`src/rtl/key_event_gen.sv`:
```
// key_event_gen: turns debounced key levels into press/auto-repeat events on a valid/ready port
module key_event_gen #(
  parameter int NKEYS = 4,
  parameter int KW = 2,
  parameter int TICK_DIV = 50000,
  parameter int NTBITS = 16,
  parameter int DELAY_MS = 250,
  parameter int REPEAT_MS = 80,
  parameter int MSBITS = 8,
  parameter logic [NKEYS-1:0] REPEAT_MASK = 4'b0111
) (
  input  logic             Clk,
  input  logic             Rst_n,
  input  logic [NKEYS-1:0] KeyClean,
  output logic             EventValid,
  output logic [KW-1:0]    EventCode,
  input  logic             EventReady,
  output logic             Drop
);
  typedef enum logic [1:0] {IDLE, DELAY, REPEAT, HELD} state_t;
  localparam logic [MSBITS-1:0] DLY = MSBITS'(DELAY_MS - 1);
  localparam logic [MSBITS-1:0] RPT = MSBITS'(REPEAT_MS - 1);
  state_t state [NKEYS];
  state_t state_nx [NKEYS];
  logic [MSBITS-1:0] cnt [NKEYS];
  logic [MSBITS-1:0] cnt_nx [NKEYS];
  logic [NTBITS-1:0] pre;
  logic tick, load, drop_nx;
  logic [NKEYS-1:0] prev, pend, req, xfer, pend_nx;
  logic [KW-1:0] sel;
  assign tick = pre == NTBITS'(TICK_DIV - 1);
  // free-running millisecond prescaler
  always_ff @(posedge Clk or negedge Rst_n)
    if (!Rst_n) pre <= '0;
    else pre <= tick ? '0 : pre + 1'b1;
  // per-key state, tick counter and previous level
  always_ff @(posedge Clk or negedge Rst_n)
    if (!Rst_n) begin
      prev <= '0;
      for (int k = 0; k < NKEYS; k++) begin
        state[k] <= IDLE;
        cnt[k] <= '0;
      end
    end else begin
      prev <= KeyClean;
      for (int k = 0; k < NKEYS; k++) begin
        state[k] <= state_nx[k];
        cnt[k] <= cnt_nx[k];
      end
    end
  // per-key next state: press request, then delayed and periodic repeats while held
  always_comb begin
    for (int k = 0; k < NKEYS; k++) begin
      state_nx[k] = state[k];
      cnt_nx[k] = cnt[k];
      req[k] = 1'b0;
      if (!KeyClean[k]) begin
        state_nx[k] = IDLE;
        cnt_nx[k] = '0;
      end else
        case (state[k])
          IDLE:
            if (!prev[k]) begin
              req[k] = 1'b1;
              cnt_nx[k] = '0;
              state_nx[k] = REPEAT_MASK[k] ? DELAY : HELD;
            end
          DELAY, REPEAT:
            if (tick) begin
              if (cnt[k] == (state[k] == DELAY ? DLY : RPT)) begin
                req[k] = 1'b1;
                cnt_nx[k] = '0;
                state_nx[k] = REPEAT;
              end else cnt_nx[k] = cnt[k] + 1'b1;
            end
          default: ;
        endcase
    end
  end
  // lowest-index pending key wins the free output slot
  always_comb begin
    sel = '0;
    for (int k = NKEYS - 1; k >= 0; k--)
      if (pend[k]) sel = KW'(k);
    load = !EventValid && |pend;
    xfer = load ? (NKEYS'(1) << sel) : '0;
    pend_nx = (pend & ~xfer) | req;
    drop_nx = |(req & pend & ~xfer);
  end
  // pending bits, drop pulse and the single-entry output slot
  always_ff @(posedge Clk or negedge Rst_n)
    if (!Rst_n) begin
      pend <= '0;
      Drop <= 1'b0;
      EventValid <= 1'b0;
      EventCode <= '0;
    end else begin
      pend <= pend_nx;
      Drop <= drop_nx;
      if (EventValid) EventValid <= !EventReady;
      else if (load) begin
        EventValid <= 1'b1;
        EventCode <= sel;
      end
    end
endmodule

```
`config.mk`:
```
export PLATFORM = sky130hd
export DESIGN_NAME = key_event_gen
export DESIGN_NICKNAME = d
export VERILOG_FILES = /design/src/rtl/key_event_gen.sv
export SDC_FILE = /design/constraint.sdc
export NUM_CORES = 1
export LEC_CHECK = 0
export BUFFER_PORTS_ARGS = -buffer_cell sky130_fd_sc_hd__buf_2
export CELL_PAD_IN_SITES_DETAIL_PLACEMENT = 1
export CELL_PAD_IN_SITES_GLOBAL_PLACEMENT = 1
export CORE_UTILIZATION = 53
export DETAILED_ROUTE_END_ITERATION = 6
export PLACE_DENSITY = 0.94
export SLEW_MARGIN = 25
export SYNTH_ARGS = -nofsm -noshare
export SYNTH_HDL_FRONTEND = slang
export SYNTH_SLANG_ARGS = --single-unit
```
`constraint.sdc`:
```
create_clock -name Clk -period 4.7 [get_ports Clk]
set_input_delay 0.94 -clock Clk [delete_from_list [all_inputs] [get_ports Clk]]
set_output_delay 0.94 -clock Clk [all_outputs]
set_load 0.005 [all_outputs]
```
* After elaboration in Yosys (flattened, before gate mapping) *
Cells that the tools add are included.

storage, ports and cells
  bits in registers = 68
  bits of input ports = 7
  output and inout bits = 4
  logic and storage cells = 149

cells by class
  add/sub/neg operators = 5
  eq/ne operators = 29
  shift operators = 1
  mux-type cells = 72
  bitwise operators = 6
  reductions and logical operators = 22

operators by type and width
  cell                                                                    count
  8-bit 2-to-1 mux                                                        20
  8-bit one-hot mux with 2 select lines                                   4
  2-bit 2-to-1 mux                                                        20
  3-bit != test (second input constant)                                   12
  8-bit by 1-bit adder with 8-bit output (second input constant)          4
  8-bit equality test                                                     4
  1-bit 2-to-1 mux                                                        18
  16-bit by 1-bit adder with 16-bit output (second input constant)        1
  16-bit equality test (second input constant)                            1
  16-bit 2-to-1 mux                                                       1
  2-bit one-hot mux with 2 select lines                                   4
  4-bit AND reduction                                                     4
  4-bit bitwise AND                                                       3
  3-bit by 1-bit != test with 1-bit output (second input constant)        4
  3-bit AND reduction                                                     4
  2-bit by 1-bit equality test with 1-bit output (second input constant)  4
  2-bit equality test (second input constant)                             4
  2-bit zero test                                                         4
  1-bit one-hot mux with 2 select lines                                   4
  2-bit OR reduction                                                      4
  4-bit OR reduction                                                      2
  4-bit 2-to-1 mux                                                        1
  4-bit NOT                                                               1
  4-bit bitwise OR                                                        1
  5 further kinds                                                         6

* Longest topological paths before layout *
  word-level depth = 10
  mapped depth = 8
  mapped depth without buffers = 7

* Worst setup path after synthesis *
OpenSTA, ideal clock, no wires.

  path type = flip-flop to flip-flop
  start = reg pre[4]
  end = reg cnt[14] (netlist name)
  library setup time = 78 ps
  arrival time = 2118 ps
  required time = 4622 ps
  slack = 2504 ps
  cell stages (with the launch flop) = 6
  path buffers = 0
  clock period less this slack = 2196 ps
  cell sequence = dfrtp_1 or4b_1 or4_4 o31a_1 or3_1 a21oi_1

on the way
  longest elaborated chain between the ends = 3

RTL lines
  element                               RTL line  text
  start, declared                       27        logic [NTBITS-1:0] pre;
  start signal, assigned                35        else pre <= tick ? '0 : pre + 1'b1;
  16-bit equality test                  31        assign tick = pre == NTBITS'(TICK_DIV - 1);
  3-bit != test (no source line)        -
  3-bit AND reduction (no source line)  -
  end signal, assigned by index         48        cnt[k] <= cnt_nx[k];
  end, declared                         25        logic [MSBITS-1:0] cnt [NKEYS];

Every way passes these cells.
A chain may end at the register's enable or synchronous reset.

* Final worst setup path *
  start = reg pre[4]
  end = reg cnt[23] (netlist name)

The elaborated chain is that of the path after synthesis.

==> impl_metrics.csv <==
group,metric,value,unit
status,outcome,"completed",
synth,synth_edf_count,0,
die,fp.dieW,88.39,microns
synth,async_flop_share,100.0,%
pwr,irDropWorstVdd,0.1807,mV
grt,track_usage,30.85,%
setup_path,r2r-end,"cnt[23]$_DFFE_PN0P_",
synth,yosysUniqueCellTypes,64,
setup_path,crit_required,4.97,ns
final_layout,layout_commonest_cell,"dfrtp_1",
drt,firstDrtPassIters,5,
setup_path,r2r_slack,2.05,ns
place,dp.cells,524,
place,place_congestion,0.8555,
die,die_area,7812,sq um
setup_path,cp.arrival,2.92,ns
grt,antenna_found_initial,0,
clock_network,cts_inserted_buffers,9,
die,io_pins,11,
final_layout,drive_gt1_share,8.656,%
die,start_util,54.82,%
final_layout,fillers,867,
pwr,leakagePower,1.807,nW
clock_network,clock-sinks,68,
job,drv_cap,0,
synth,synth-seq-cells,68,
drt,final_antenna_net_count,0,
final_layout,instances_no_fill,538,
setup_path,worst_setup_path_end_kind,"flop",
drt,drt_wl_total,11.01,mm
clock_network,cts_root_buffer,"clkbuf_8",
sta,tightestPinTransition,0.7061,ns
synth,synthFlopType,"dfrtp_1",
drt,drc_errors,0,
drt,vias_per_cell,6.535,
clock_network,clock_latency,0.35,ns
sta,finalCriticalPeriod,2.648,ns
sta,rsz0062_at_grt,"false",
synth,netlist_area,3955,sq um
grt,grt.overflow.total,0,
setup_path,worstPathMaxFanout,10,
final_layout,diodes,0,
clock_network,cts_hold_buffers,0,
sta,setup_viol,0,
setup_path,reg2regPathDepth,5,
final_layout,area_growth,8.573,%
clock_network,post_cts_buffers,0,
sta,slew_violations,0,
grt,grt_first_pass_wirelength,18.24,mm
setup_path,critical_path_class,"reg -> reg",
grt,first_global_vias,3626,
sta,hold_viol_final,0,
synth,syn_inst,422,
setup_path,cp-startpoint,"pre[4]$_DFF_PN0_",
final_layout,layout_common_cells,"68 x dfrtp_1, 33 x nand2_1, 29 x nor2_1",
grt,grt_max_degree,50,
clock_network,cts_resized,0,
synth,synth_seq_area_share,43.02,%
hold_path,hp-class,"reg -> reg",
drt,drtIter0Drc,168,
pwr,power-per-cell-area,381.9,nW/um^2
clock_network,cts_tree,"built",
drt,routedWlPerCell,20.46,microns
sta,max_freq,377.6,MHz
setup_path,cp-start-kind,"flop",
clock_network,clk_pin_slew_worst_paths,0.07,ns
setup_path,critPathCapture,"cnt[23]$_DFFE_PN0P_",
synth,avgSynthCellArea,9.372,sq um
place,post-dp-hpwl,7.650,mm
setup_path,rr_startpoint,"pre[4]$_DFF_PN0_",
hold_path,hold_start,"pre[13]$_DFF_PN0_",
sta,skew,0.01101,ns
sta,setup_tns,0,ns
clock_network,clockBufferDepth,2,
die,die_y,88.39,microns
die,std_cell_rows,31,
place,portBuffers,10,
sta,slew_headroom,52.83,%
synth,mappedNetlistNets,446,
die,coreArea,7214,sq um
drt,vias,3516,
clock_network,htree_levels,3,
final_layout,final_nets,460,
sta,finalCritPeriodShare,56.34,%
synth,yosys_warnings,0,
[critical path, cell delays in order, from the launching register on]
cell	delay, ns
dfrtp_1	0.43
or4b_1	0.58
nor4_2	0.48
a21boi_1	0.38
or4_1	0.55
a21oi_1	0.16
[worst min path at each step]
stage	slack, ns	depth (start not counted)	to
final	0.48	1	pre[13]$_DFF_PN0_
after global routing	0.51	1	pre[13]$_DFF_PN0_
after CTS	0.49	1	pre[13]$_DFF_PN0_
after detailed placement	0.48	1	pre[13]$_DFF_PN0_
after global placement	0.47	1	pre[0]$_DFF_PN0_
after floorplan	0.45	1	pre[13]$_DFF_PN0_
[cell usage after synthesis (7+ instances only)]
cell | instances | share of area, %
a21o_1 | 7 | 1.3
a21oi_1 | 23 | 2.9
and2_1 | 8 | 1.3
and3_1 | 9 | 1.4
clkbuf_1 | 8 | 0.76
dfrtp_1 | 68 | 43
ha_1 | 17 | 5.4
inv_1 | 23 | 2.2
nand2_1 | 33 | 3.1
nand2b_1 | 7 | 1.1
nand3_1 | 20 | 2.5
nand4_1 | 16 | 2.5
nor2_1 | 29 | 2.8
nor3_1 | 8 | 1.0
nor4_1 | 9 | 1.4
o211ai_1 | 8 | 1.5
o21ai_0 | 21 | 2.7
xnor2_1 | 7 | 1.6
xor2_1 | 14 | 3.1
[sequential cells by signal, indices dropped and copies added (netlist names)]
| name | flops |
|---|---|
| Drop | 1 |
| pend | 4 |
| EventValid | 1 |
| prev | 4 |
| pre | 16 |
| EventCode | 2 |
| state | 8 |
| cnt | 32 |
[logic make-up after synthesis]
| family | synth area share [%] |
|---|---|
| buffers and inverters | 3.448 |
| adders and majority gates | 5.378 |
| DFF | 43.02 |
| and+or+nand+nor | 24.07 |
| muxes | 0.7909 |
| AOI/OAI and AO/OA | 18.63 |
| xor gates and xnor gates | 4.651 |
[routing by layer]
layer | global-route usage [%] | share of wire, % | vias up
li1 | - | - | 1588
met1 | 39.05 | 43 | 1797
met2 | 51.54 | 50 | 94
met3 | 6.343 | 3.9 | 37
met4 | 12.90 | 3.1 | 0
met5 | 0 | 0 | -
[report_power, final]
part	switching, W	internal, W
Combinational	0.000317	0.000168
Clock	0.000229	0.000230
Sequential	0.0000607	0.000636
[final cells by class]
type | instances | area (sq um) | share of cell area [%]
tap | 99 | 123.9 | 2.885
multi-input combinational | 320 | 2123 | 49.45
timing repair buffer | 14 | 82.58 | 1.923
clock inverter | 1 | 7.507 | 0.1748
clock buffer | 13 | 168.9 | 3.934
inverter | 23 | 86.33 | 2.010
sequential | 68 | 1702 | 39.63
[through the flow]
step	worst slack [ns]	total power, W	hold WS, ns	util (%)	area [sq um]
2_1_floorplan	2.504	0.001011	0.4525	-	3955
4_1_cts	2.072	0.001635	0.4887	59.52	4294
6_report	2.052	0.001640	0.4841	59.52	4294
3_3_place_gp	2.186	0.001138	0.4698	57.04	4115
3_5_place_dp	2.081	0.001173	0.4753	57.08	4118
5_1_grt	1.838	0.001714	0.5144	59.52	4294
Power figures use the tool's default switching activity.
